<file path="config.mk">
export PLATFORM = sky130hd
export DESIGN_NAME = l2c_port_arb
export DESIGN_NICKNAME = d
export VERILOG_FILES = /design/src/rtl/l2c_port_arb.sv
export SDC_FILE = /design/constraint.sdc
export NUM_CORES = 1
export LEC_CHECK = 0
export BUFFER_PORTS_ARGS = -buffer_cell sky130_fd_sc_hd__buf_2
export CORE_AREA = 4 4 125 127
export CTS_BUF_LIST = sky130_fd_sc_hd__clkbuf_4 sky130_fd_sc_hd__clkbuf_8
export CTS_CLUSTER_SIZE = 28
export DETAILED_ROUTE_END_ITERATION = 6
export DIE_AREA = 0 0 129 131
export GPL_ROUTABILITY_DRIVEN = 0
export GPL_TIMING_DRIVEN = 1
export PLACE_DENSITY = 0.65
export SLEW_MARGIN = 0
export SYNTH_ARGS = -nofsm -noshare
export SYNTH_HDL_FRONTEND = slang
export SYNTH_SLANG_ARGS = --single-unit
</file>
<file path="constraint.sdc">
create_clock -name clk_mc -period 3.07 [get_ports clk_mc]
set_input_delay 0.614 -clock clk_mc [delete_from_list [all_inputs] [get_ports clk_mc]]
set_output_delay 0.614 -clock clk_mc [all_outputs]
set_load 0.005 [all_outputs]
</file>
<file path="src/rtl/l2c_port_arb.sv">
// l2c_port_arb: shares the single L2C request/response interface between
// the data L1 (port 0) and the instruction L1 (port 1). One owner at a time,
// held for the whole transaction including multi-beat line fills.
module l2c_port_arb #(
    parameter bit RESET_LAST = 1'b1  // 1: last grant was IL1, so DL1 wins first
) (
    input  logic        clk_mc,
    input  logic        rst_mc_n,

    input  logic        i_ctl_fixed_prio,
    output logic        o_ctl_busy,

    input  logic [31:0] i_dl1_adr,
    input  logic [1:0]  i_dl1_flags,
    input  logic [3:0]  i_dl1_ben,
    input  logic        i_dl1_wen,
    input  logic [31:0] i_dl1_wdata,
    input  logic        i_dl1_valid,
    output logic [31:0] o_dl1_rdata,
    output logic        o_dl1_rdata_valid,
    output logic        o_dl1_tlb_fault,
    output logic        o_dl1_stall,

    input  logic [31:0] i_il1_adr,
    input  logic [1:0]  i_il1_flags,
    input  logic [3:0]  i_il1_ben,
    input  logic        i_il1_wen,
    input  logic [31:0] i_il1_wdata,
    input  logic        i_il1_valid,
    output logic [31:0] o_il1_rdata,
    output logic        o_il1_rdata_valid,
    output logic        o_il1_tlb_fault,
    output logic        o_il1_stall,

    output logic [31:0] o_l2c_adr,
    output logic [1:0]  o_l2c_flags,
    output logic [3:0]  o_l2c_ben,
    output logic        o_l2c_wen,
    output logic [31:0] o_l2c_wdata,
    output logic        o_l2c_valid,
    input  logic [31:0] i_l2c_rdata,
    input  logic        i_l2c_rdata_valid,
    input  logic        i_l2c_tlb_fault,
    input  logic        i_l2c_stall
);

    typedef enum logic [1:0] {
        IDLE = 2'd0,
        GNT0 = 2'd1,
        GNT1 = 2'd2
    } state_t;

    state_t      r_state;
    state_t      w_state_nxt;
    logic        r_last;      // port that completed most recently
    logic        w_last_nxt;

    // Held copies of the request fields so L2C sees stable values in IDLE
    logic [31:0] r_adr;
    logic [1:0]  r_flags;
    logic [3:0]  r_ben;
    logic        r_wen;
    logic [31:0] r_wdata;

    logic [31:0] w_adr;
    logic [1:0]  w_flags;
    logic [3:0]  w_ben;
    logic        w_wen;
    logic [31:0] w_wdata;
    logic        w_valid;

    // A fault ends the transaction even while L2C still reports stall
    logic        w_l2c_done;
    logic        w_done0;
    logic        w_done1;

    assign w_l2c_done = ~i_l2c_stall | i_l2c_tlb_fault;
    assign w_done0    = i_dl1_valid & w_l2c_done;
    assign w_done1    = i_il1_valid & w_l2c_done;

    // State and last-grant pointer
    always_ff @(posedge clk_mc or negedge rst_mc_n) begin
        if (!rst_mc_n) begin
            r_state <= IDLE;
            r_last  <= RESET_LAST;
        end else begin
            r_state <= w_state_nxt;
            r_last  <= w_last_nxt;
        end
    end

    // Arbitration and completion: next state and next last-grant pointer
    always_comb begin
        w_state_nxt = r_state;
        w_last_nxt  = r_last;
        case (r_state)
            IDLE: begin
                if (i_dl1_valid && i_il1_valid) begin
                    if (i_ctl_fixed_prio || r_last) w_state_nxt = GNT0;
                    else                            w_state_nxt = GNT1;
                end else if (i_dl1_valid) begin
                    w_state_nxt = GNT0;
                end else if (i_il1_valid) begin
                    w_state_nxt = GNT1;
                end
            end
            GNT0: begin
                if (!i_dl1_valid) begin
                    // Abort: requester withdrew, pointer untouched
                    w_state_nxt = IDLE;
                end else if (w_done0) begin
                    w_last_nxt  = 1'b0;
                    // Hand straight over to a waiting IL1; DL1 must re-arbitrate
                    w_state_nxt = i_il1_valid ? GNT1 : IDLE;
                end
            end
            GNT1: begin
                if (!i_il1_valid) begin
                    w_state_nxt = IDLE;
                end else if (w_done1) begin
                    w_last_nxt  = 1'b1;
                    w_state_nxt = i_dl1_valid ? GNT0 : IDLE;
                end
            end
            default: w_state_nxt = IDLE;
        endcase
    end

    // L2C request mux driven by the owner; IDLE replays the held fields
    always_comb begin
        w_adr   = r_adr;
        w_flags = r_flags;
        w_ben   = r_ben;
        w_wen   = r_wen;
        w_wdata = r_wdata;
        w_valid = 1'b0;
        case (r_state)
            GNT0: begin
                w_adr   = i_dl1_adr;
                w_flags = i_dl1_flags;
                w_ben   = i_dl1_ben;
                w_wen   = i_dl1_wen;
                w_wdata = i_dl1_wdata;
                w_valid = i_dl1_valid;
            end
            GNT1: begin
                w_adr   = i_il1_adr;
                w_flags = i_il1_flags;
                w_ben   = i_il1_ben;
                w_wen   = i_il1_wen;
                w_wdata = i_il1_wdata;
                w_valid = i_il1_valid;
            end
            default: ;
        endcase
    end

    // Capture whatever the owner presents so it can be replayed once idle
    always_ff @(posedge clk_mc or negedge rst_mc_n) begin
        if (!rst_mc_n) begin
            r_adr   <= '0;
            r_flags <= '0;
            r_ben   <= '0;
            r_wen   <= 1'b0;
            r_wdata <= '0;
        end else if (r_state != IDLE) begin
            r_adr   <= w_adr;
            r_flags <= w_flags;
            r_ben   <= w_ben;
            r_wen   <= w_wen;
            r_wdata <= w_wdata;
        end
    end

    assign o_l2c_adr   = w_adr;
    assign o_l2c_flags = w_flags;
    assign o_l2c_ben   = w_ben;
    assign o_l2c_wen   = w_wen;
    assign o_l2c_wdata = w_wdata;
    assign o_l2c_valid = w_valid;
    assign o_ctl_busy  = (r_state != IDLE);

    // Response routing: only the owner sees beats/faults; everyone else stalls
    always_comb begin
        o_dl1_stall       = 1'b1;
        o_dl1_rdata_valid = 1'b0;
        o_dl1_tlb_fault   = 1'b0;
        o_il1_stall       = 1'b1;
        o_il1_rdata_valid = 1'b0;
        o_il1_tlb_fault   = 1'b0;
        case (r_state)
            GNT0: begin
                o_dl1_stall       = i_l2c_stall & ~i_l2c_tlb_fault;
                o_dl1_rdata_valid = i_l2c_rdata_valid;
                o_dl1_tlb_fault   = i_l2c_tlb_fault;
            end
            GNT1: begin
                o_il1_stall       = i_l2c_stall & ~i_l2c_tlb_fault;
                o_il1_rdata_valid = i_l2c_rdata_valid;
                o_il1_tlb_fault   = i_l2c_tlb_fault;
            end
            default: ;
        endcase
    end

    // Read data is shared; the per-port strobes qualify it
    assign o_dl1_rdata = i_l2c_rdata;
    assign o_il1_rdata = i_l2c_rdata;

endmodule
</file>
==> results of run 1 <==
[final cells by class]
type	count	share of cell area, %
inverter	3	0.197
multi-input combinational	311	38.1
clock buffer	10	2.41
sequential	74	32.5
clock inverter	5	0.548
tap	184	4.03
timing repair buffer	240	22.3
[sequential cells by signal (all words and copies together), names as in the netlist]
name,count
r_adr,32
r_last,1
r_ben,4
r_flags,2
r_state,2
r_wdata,32
r_wen,1
[metrics by stage]
step	hold WS (ps)	total power, W	cell area, um2	utilization (%)
floorplan	318	0.00526	4730	-
global placement	489	0.00706	5540	38.4
detailed placement	496	0.00714	5540	38.4
CTS	442	0.00786	5710	39.6
global route	485	0.00847	5710	39.6
finish	413	0.00773	5710	39.6
[kinds of logic (layout without fill, tap and decap cells)]
group                    Yosys count  count (layout)  synth area share (%)
AND/OR/NAND/NOR                   83              83                  7.25
adder cells (fa/ha/maj)            4               4                  1.06
multiplexers                      72              72                  17.1
AO/OA/AOI/OAI                    152             152                  20.2
buffers and inverters            108             258                  15.2
flip-flops                        74              74                  39.2
[cell usage after synthesis (all sizes together) (2+ instances only)]
master	number	area share [%]
buf	98	14
a21oi	73	7.7
a22oi	73	12
dfrtp	73	39
mux2	71	17
nor2	71	5.6
clkbuf	7	0.56
and2	4	0.53
ha	4	1.1
inv	3	0.24
nor2b	3	0.40
nand2	2	0.16
o21ai	2	0.21
[report_power, final]
part / internal (W) / switching [W] / total [W]
Clock: 0.000308 / 0.000373 / 0.000681
Sequential: 0.00153 / 0.000245 / 0.00178
Combinational: 0.00256 / 0.00272 / 0.00528
[final timing paths]
path,endpoint,cells after the start
max,o_l2c_wdata[4],6
min,r_wdata[26],1
max reg2reg,r_state[0],6
min reg2reg,r_adr[20],1
max in group asynchronous,r_adr[28],1
min in group clk_mc,r_adr[20],1
[per-layer routing]
metal	vias up	wire (um)	GRT usage, %
met2	196	7580	29.3
met5	-	0	0
met4	0	206	5.13
met1	1882	5170	17.3
li1	2002	-	-
met3	18	1280	4.80
==> flow_summary_export.csv, run 1 <==
group,metric,value,unit
final_layout,layout.cells.non_filler,827,
worst_setup_path,crit_chain,"inv_1 > ha_4 > buf_4 > nor2_1 > a21oi_1 > buf_2",
yosys,ys_async_sr_fraction,100,%
clock_network,path_clk_slew,80,ps
timing,tightestPinTransition,961,ps
power,total_leakage_power,2.69,nW
clock_network,root_buffer,"clkbuf_8",
final_layout,drive_gt1_share,51.5,%
global_route,grt_pass1_vias,3840,
worst_setup_path,worst-path-buf-inv,3,
final_layout,areaGrowthSynthToFinish,20.8,%
timing,hold_viol_final,0,
global_route,grt.total_usage,15.8,%
floorplanning,dieHeight,131,um
final_layout,layout_commonest_cell,"buf_2",
floorplanning,pin_count,325,
clock_network,cts_sinks,74,
timing,finalCritPeriodShare,90.3,%
route,first_pass_iters,4,
yosys,syn-num-nets,679,
worst_setup_path,crit_type,"flip-flop to output pin",
floorplanning,die_area,16900,um2
yosys,syn_area_per_cell,9.59,um2
worst_setup_path,reg2reg_slack,1100,ps
global_route,grt_max_degree,75,
route,antenna_left,0,
final_layout,layout_common_cells,"buf_2 (227), a22oi_1 (73), a21oi_1 (73), dfrtp_1 (73)",
timing,final_max_slew_viol_count,0,
placed_design,pre_cts_ws,673,ps
clock_network,clock_latency,340,ps
floorplanning,core_area,14400,um2
worst_setup_path,cp-startpoint,"r_state[0]",
worst_setup_path,crit_arrival,2160,ps
timing,relSlewSlack,35.9,%
yosys,ys_dominant_reg_cell,"dfrtp_1",
global_route,grt_pass1_wl,20700,um
power,ir_drop,0.602,mV
clock_network,cts_resized,0,
clock_network,cts_buffers,9,
route,via_per_inst,4.96,
timing,timing.final.ws_setup,298,ps
route,drtIter0Drc,155,
timing,grt_setup_unrepaired,"no",
worst_setup_path,critPathMaxStageDelay,630,ps
final_layout,fillerInstances,1514,
worst_setup_path,cp-end-kind,"output pin",
global_route,grt_overflow_total,0,
power,powerDensity,1350,nW/um2
worst_setup_path,path_delay_family,"adder cells",
run,maxCapViolCount,0,
floorplanning,die_w,129,um
final_layout,seqCellArea,1850,um2
clock_network,htreeDepth,3,
timing,finalWorstPathRequiredPeriod,2770,ps
clock_network,clock_path_buffers,2,
final_layout,diodes,0,
yosys,yosys.cell_types.count,26,
global_route,antenna_found_initial,0,
hold_path,min_path_type,"input pin to asynchronous set/reset pin",
clock_network,post_cts_buffers,0,
yosys,yosysSeqAreaShare,39.2,%
timing,setup_viol,0,
worst_setup_path,crit_fanout,51,
timing,timing.fmax,361,MHz
worst_setup_path,r2r-start,"r_state[0]",
yosys,yosys_register_bits,74,
worst_setup_path,cp_slowest_cell,"ha_4",
yosys,ys_warn_count,0,
placed_design,io_buffers,228,
floorplanning,initial_utilization,32.8,%
worst_setup_path,required,2460,ps
timing,skew,4.46,ps
route,post-route-drc-count,0,
clock_network,cts_tree,"yes",
route,totalWireLength,14200,um
worst_setup_path,critPathLaunchType,"flip-flop",
timing,fin_setup_tns,0,ps
floorplanning,num_rows,44,
final_layout,final_nets,825,
route,wl_per_cell,17.2,um
final_layout,multi_input_area,2170,um2
route,vias,4098,
placed_design,dpl.hpwl,11100,um
yosys,synth.cell_area,4730,um2
yosys,synth_edf_count,0,
yosys,syn_inst,493,
placed_design,dp_cells,812,
outcome,outcome,"finished clean",
clock_network,cts_hold_buf,0,
Power figures use the tool's default switching activity.
==> run 2: changes to the inputs <==
- CTS_BUF_LIST: sky130_fd_sc_hd__clkbuf_4 sky130_fd_sc_hd__clkbuf_8 -> sky130_fd_sc_hd__clkbuf_4
==> flow_summary_export.csv, run 2 (synthesized netlist as in run 1, its figures left out) <==
group,metric,value,unit
outcome,outcome,"finished clean",
route,wl_per_cell,17.4,um
global_route,grtUsageMet3,4.80,%
worst_setup_path,crit_type,"flip-flop to output pin",
timing,finalCritPeriodShare,89.0,%
final_layout,areaGrowthSynthToFinish,20.0,%
global_route,gr-max-usage-layer,"met2",
final_layout,layout_common_cells,"buf_2 (227), a22oi_1 (73), a21oi_1 (73), dfrtp_1 (73)",
global_route,grt_overflow_total,0,
worst_setup_path,r2r-start,"r_state[1]",
floorplanning,num_rows,44,
route,drtIter0Drc,144,
final_layout,drive_gt1_share,51.4,%
placed_design,io_buffers,228,
timing,finalWorstPathRequiredPeriod,2730,ps
global_route,grt_max_degree,75,
power,total_leakage_power,2.67,nW
worst_setup_path,r2r_cells,6,
worst_setup_path,reg2reg_to,"r_state[0]",
worst_setup_path,crit_fanout,27,
floorplanning,pin_count,325,
timing,fin_setup_tns,0,ps
worst_setup_path,crit_arrival,2120,ps
power,powerDensity,1350,nW/um2
route,post-route-drc-count,0,
floorplanning,dieHeight,131,um
timing,skew,5.70,ps
clock_network,cts_resized,0,
route,via_per_inst,4.97,
worst_setup_path,critPathLaunchType,"flip-flop",
clock_network,htreeDepth,3,
run,maxCapViolCount,0,
clock_network,root_buffer,"clkbuf_4",
floorplanning,initial_utilization,32.8,%
global_route,grt.total_usage,15.8,%
clock_network,cts_sinks,74,
final_layout,layout_commonest_cell,"buf_2",
route,first_pass_iters,4,
timing,tightestPinTransition,971,ps
timing,grt_setup_unrepaired,"no",
power,ir_drop,0.604,mV
worst_setup_path,reg2reg_slack,1070,ps
timing,timing.fmax,366,MHz
floorplanning,die_w,129,um
global_route,grt_pass1_vias,3846,
final_layout,final_nets,826,
clock_network,cts_buffers,9,
clock_network,path_clk_slew,120,ps
timing,relSlewSlack,35.3,%
timing,setup_viol,0,
clock_network,cts_tree,"yes",
floorplanning,die_area,16900,um2
final_layout,fin_util,39.3,%
timing,hold_viol_final,0,
route,vias,4124,
route,antenna_left,0,
global_route,grt_pass1_wl,20700,um
placed_design,dpl.hpwl,11100,um
global_route,antenna_found_initial,1,
clock_network,clock_latency,420,ps
final_layout,reg.largest.list,"r_adr (32), r_wdata (32), r_ben (4)",
global_route,grt_use_met2,29.3,%
timing,final_max_slew_viol_count,0,
worst_setup_path,cp-end-kind,"output pin",
hold_path,min_path_type,"input pin to asynchronous set/reset pin",
clock_network,clock_path_buffers,2,
route,totalWireLength,14500,um
floorplanning,core_area,14400,um2
global_route,use_met1,17.2,%
worst_setup_path,required,2460,ps
==> run 2: repair_timing <==
action	CTS	global route
hold buffers	0	0
setup buffers	0	1
setup endpoints to repair	0	1
==> run 2: cell type report <==
type	instances	area, um2
antenna	1	2.50
clock buffer	9	67.6
multi-input combinational	311	2170
tap	184	230
clock inverter	6	35.0
sequential	74	1850
inverter	3	11.3
timing repair buffer	241	1300
fill	1514	8750
==> run 2: how the worst max path moves through the flow <==
stage / from / end / depth (start not counted)
after floorplan: r_state[0] / o_l2c_valid / 6
after global placement: r_state[1] / o_l2c_wdata[12] / 6
after detailed placement: r_state[0] / o_l2c_wdata[4] / 6
after CTS: r_state[0] / o_l2c_wdata[4] / 6
after global routing: r_state[0] / o_l2c_wdata[4] / 6
final: r_state[1] / o_l2c_wdata[12] / 6
==> run 2: stage by stage <==
step	total power, W	setup WS, ps	area (um2)	hold slack (ps)	instances
after floorplan	0.00526	1120	4730	318	493
after global placement	0.00706	698	5540	489	812
after detailed placement	0.00714	673	5540	496	812
after CTS	0.00769	161	5640	342	827
after global routing	0.00840	129	5670	379	829
final	0.00767	337	5670	328	829
==> run 2: worst max-delay path, stage by stage, from the launching register on <==
cell	delay, ps
dfrtp_1	400
inv_1	110
ha_4	540
buf_4	260
nor2_1	70
a21oi_1	170
buf_2	150
==> run 2: routing by layer <==
metal / vias to the layer above / routed length (um)
li1: 2008 / -
met1: 1915 / 5300
met2: 182 / 7710
met3: 19 / 1230
met4: 0 / 210
met5: - / 0
==> run 2: power breakdown <==
part | switching [W] | total, W | internal, W
Sequential | 0.000246 | 0.00177 | 0.00153
Combinational | 0.00276 | 0.00538 | 0.00262
Clock | 0.000357 | 0.000513 | 0.000157
Total | 0.00337 | 0.00767 | 0.00430
